$ cat config.mk
export PLATFORM = sky130hd
export DESIGN_NAME = fetch_stage
export DESIGN_NICKNAME = d
export VERILOG_FILES = /design/src/rtl/fetch_stage.sv
export SDC_FILE = /design/constraint.sdc
export NUM_CORES = 1
export LEC_CHECK = 0
export CAP_MARGIN = 20
export CORE_ASPECT_RATIO = 0.9
export CORE_MARGIN = 10
export CORE_UTILIZATION = 44
export CTS_BUF_LIST = sky130_fd_sc_hd__clkbuf_2 sky130_fd_sc_hd__clkbuf_4 sky130_fd_sc_hd__clkbuf_8
export DETAILED_ROUTE_END_ITERATION = 8
export HOLD_SLACK_MARGIN = 0.03
export PLACE_DENSITY = 0.8
export SETUP_SLACK_MARGIN = 0.15
export SLEW_MARGIN = 25
export SYNTH_ARGS = -nofsm -noshare
export SYNTH_HDL_FRONTEND = slang
export SYNTH_SLANG_ARGS = --single-unit
$ cat constraint.sdc
create_clock -name clk -period 2.38 [get_ports clk]
set_input_delay 0.595 -clock clk [delete_from_list [all_inputs] [get_ports clk]]
set_output_delay 0.595 -clock clk [all_outputs]
set_load 0.01 [all_outputs]
$ cat src/rtl/fetch_stage.sv
// Instruction fetch stage: owns the PC, addresses the combinational instruction ROM
// and registers the fetched word for decode, handling stall, redirect and halt.
module fetch_stage #(
   parameter int                 ADDR_W    = 10,
   parameter int                 INSTR_W   = 10,
   parameter logic [ADDR_W-1:0]  RESET_PC  = 10'd1,
   parameter logic [INSTR_W-1:0] HALT_WORD = 10'b0010000010
) (
   input  logic               clk,
   input  logic               reset,
   output logic [ADDR_W-1:0]  rom_addr,
   input  logic [INSTR_W-1:0] rom_data,
   input  logic               stall,
   input  logic               redirect_valid,
   input  logic [ADDR_W-1:0]  redirect_target,
   output logic [INSTR_W-1:0] instr_out,
   output logic [ADDR_W-1:0]  instr_pc,
   output logic               instr_valid,
   output logic               halted
);

   typedef enum logic {RUN, HALT} state_t;

   state_t             state, state_next;
   logic [ADDR_W-1:0]  pc, pc_next;
   logic [INSTR_W-1:0] out_next;
   logic [ADDR_W-1:0]  out_pc_next;
   logic               valid_next;

   always_ff @(posedge clk) begin
      if (reset) begin
         state       <= RUN;
         pc          <= RESET_PC;
         instr_out   <= '0;
         instr_pc    <= '0;
         instr_valid <= 1'b0;
      end else begin
         state       <= state_next;
         pc          <= pc_next;
         instr_out   <= out_next;
         instr_pc    <= out_pc_next;
         instr_valid <= valid_next;
      end
   end

   // Redirect beats stall beats halt; a fetched halt word freezes the PC on itself.
   always_comb begin
      state_next  = state;
      pc_next     = pc;
      out_next    = instr_out;
      out_pc_next = instr_pc;
      valid_next  = instr_valid;
      if (redirect_valid) begin
         pc_next    = redirect_target;
         valid_next = 1'b0;
         state_next = RUN;
      end else if (stall) begin
         state_next = state;
      end else if (state == HALT) begin
         valid_next = 1'b0;
      end else begin
         out_next    = rom_data;
         out_pc_next = pc;
         valid_next  = 1'b1;
         if (rom_data == HALT_WORD) begin
            state_next = HALT;
         end else begin
            pc_next = pc + ADDR_W'(1);
         end
      end
   end

   assign rom_addr = pc;
   assign halted   = (state == HALT);

endmodule

==> results of run 1 <==
[cell families (layout without fill, tap and decap cells)]
family	after synthesis	count (layout)	synth area share [%]
buf+inv	14	80	4.44
fa+ha+maj	1	1	0.924
simple gates	78	78	26.6
mux	1	1	0.739
flops	32	32	47.3
compound gates	41	41	20.0
[worst max-delay path, stage by stage]
cell,delay [ns]
clkdlybuf4s50_1,0.44
or4_4,0.52
o31ai_4,0.39
buf_6,0.17
clkbuf_16,0.14
o31a_1,0.16
o31a_1,0.14
[area by class of cell]
class,instances,area (sq um),area share (%)
clock buffers,6,45.0,2.04
well taps,42,52.6,2.38
repair buffers,69,722,32.7
inverters,3,11.3,0.510
clock inverters,2,35.0,1.59
multi-input cells,121,699,31.7
flip-flops and latches,32,641,29.0
[registers in the layout, summed over array words and instances, names as in the netlist]
signal and count:
instr_valid 1, halted 1, instr_pc 10, instr_out 10, rom_addr 10
[per-stage QoR]
step	TNS, ns	cells	utilization [%]
final	0	275	73.6
after detailed placement	-1.42	262	66.5
after global routing	0	275	73.6
after floorplan	0	167	-
after global placement	-0.591	262	66.5
after CTS	0	270	69.2
[cells in the mapped netlist]
cell	n	area [sq um]
ha_1	1	12.5
or4_4	1	11.3
or4b_1	1	10.0
inv_1	2	7.51
nor4b_1	1	8.76
or4_1	4	30.0
clkinv_1	1	3.75
o31a_1	2	17.5
or3_1	3	18.8
a211oi_1	2	15.0
nor2_1	10	37.5
nand4_1	1	6.26
nand2b_1	1	6.26
a21oi_1	22	110
nor4_1	2	12.5
o21ai_1	3	15.0
buf_6	1	11.3
a311oi_1	7	61.3
and4_1	1	8.76
o31ai_4	1	21.3
clkbuf_1	10	37.5
nand3_1	4	20.0
mux2i_1	1	10.0
o31ai_1	4	30.0
nand2_1	44	165
dfxtp_1	32	641
nor3_1	5	25.0
[metal layers]
metal | global-route usage (%) | part of all wire (%) | vias up
li1 | - | - | 724
met1 | 16.2 | 38 | 681
met2 | 23.6 | 51 | 65
met3 | 5.17 | 7.6 | 16
met4 | 9.74 | 3.4 | 0
met5 | 0 | 0 | -
[worst max path at each step]
stage	cells after the start	startpoint	end	slack, ns
6_report	7	rom_data[4]	rom_addr[9]	0.09
2_1_floorplan	5	rom_data[9]	rom_addr[5]	0.31
5_1_grt	7	rom_data[4]	rom_addr[9]	0.06
3_5_place_dp	6	rom_data[9]	rom_addr[5]	-0.18
3_3_place_gp	6	rom_data[9]	rom_addr[5]	-0.08
4_1_cts	6	rom_data[9]	rom_addr[5]	0.16
[power groups by stage]
stage                logic, W  registers (W)  clock network [W]
floorplan           0.0000736       0.000610                  0
global placement     0.000203       0.000601                  0
detailed placement   0.000210       0.000603                  0
CTS                  0.000211       0.000591           0.000425
global route         0.000250       0.000597           0.000453
finish               0.000232       0.000593           0.000426
[what timing repair did]
action | 4_1_cts | 5_1_grt
endpoints found under the setup margin | 0 | 6
hold buffers | 0 | 0
gates resized for setup | 0 | 15
setup buffers | 0 | 3
==> impl_metrics.yaml, run 1 <==
clock_network:
  cts.sinks: 32
  path_clk_slew_ns: 0.10
  h-tree-depth: 2
  clock_path_buffers: 2
  tritoncts: "yes"
  cts_made_buffers: 5
  cts_root_buf: "clkbuf_4"
  insertion_delay_ns: 0.34
die:
  core-area_sq_um: 3000
  ios: 56
  die_w_microns: 78.5
  rows: 19
  die_y_microns: 72.6
  die_area_sq_um: 5700
  start_util_pct: 45.2
place:
  dp_hpwl_microns: 3240
  io_buffers: 55
  pre_cts_ws_ns: -0.178
  globalplace.congestion: 0.809
  dpl_cell_area_sq_um: 1990
worst_hold_path:
  whs_endpoint: "instr_out[2]"
  whs_path_depth: 2
  hp-start: "instr_out[2]"
  min_path_type: "reg -> reg"
yosys:
  syn_inst: 167
  ys_warn_count: 0
  yosys_register_bits: 32
  ys_seq_area_share_pct: 47.3
  syn_area_sq_um: 1350
  syn-mean-instance-area_sq_um: 8.11
  syn_nets: 192
  synth.lib_cells_used.distinct: 27
final_layout:
  nFillCells: 237
  drive_above_1_share_pct: 13.7
  layout_common_cells: "clkdlybuf4s50_1 (49), nand2_1 (44), dfxtp_1 (32), a21oi_1 (22), buf_4 (10)"
  fin_area_sq_um: 2210
  final_common_cell: "clkdlybuf4s50_1"
  fin_nets: 257
  diodes: 0
  area_delta_synth_final_pct: 62.9
timing:
  slew_headroom_pct: 55.1
  slew_violations: 0
  layout_worst_path_cycle_share_pct: 96.0
  layout_min_cycle_time_ns: 2.29
  tightest_slew_ns: 0.672
  fin_skew_ns: 0.00944
  finalSetupViolCount: 0
  hold_viol: 0
  hold_ws_ns: 0.459
  max_freq_mhz: 438
  rsz0062_at_grt: "true"
  worst_slack_ns: 0.0949
job:
  maxCapViolCount: 0
power_and_ir_drop:
  ir_drop_uv: 411
  p_total_w: 0.00125
  combPwrFrac_pct: 18.6
  swShare_pct: 26.1
  p_sw_w: 0.000327
  p_clk_share_pct: 34.0
  power_density_nw_per_um2: 567
  power.internal_w: 0.000924
  seq_power_share_pct: 47.4
  leakagePower_nw: 0.824
run_status:
  status: "complete, no violations"
routing:
  drt-total-wl_microns: 4820
  vias: 1486
  drcViolationCount: 0
  ant_nets: 0
  avgRoutedWirePerCell_microns: 17.5
  drtIter0Drc: 120
  via_per_inst: 5.40
  dr.pass1.iters: 4
critical_path:
  reg2reg_depth: 6
  cp.arrival_ns: 2.56
  path_class: "in -> reg"
  r2r_start: "halted"
  required_ns: 2.65
  critPathLaunchType: "primary input"
  reg2reg_slack_ns: 0.53
  rr_endpoint: "rom_addr[7]"
  crit_fanout: 9
  cp-end-kind: "flop"
global_routing:
  grt_pass1_vias: 1321
  grt_max_degree: 21
  grt_usage_pct: 14.7
  overflow: 0
  antenna_found_initial: 0
  grt_pass1_wl_microns: 6650
(Power assumes the default switching activity.)
==> run 2, diff against run 1 <==
--- a/config.mk
+++ b/config.mk
@@ -10,6 +10,7 @@
 export CORE_MARGIN = 10
 export CORE_UTILIZATION = 44
 export CTS_BUF_LIST = sky130_fd_sc_hd__clkbuf_2 sky130_fd_sc_hd__clkbuf_4 sky130_fd_sc_hd__clkbuf_8
+export CTS_CLUSTER_SIZE = 20
 export DETAILED_ROUTE_END_ITERATION = 8
 export HOLD_SLACK_MARGIN = 0.03
 export PLACE_DENSITY = 0.8
==> results of run 2 <==
Final layout, timing and power as in run 1 (identical DEF).
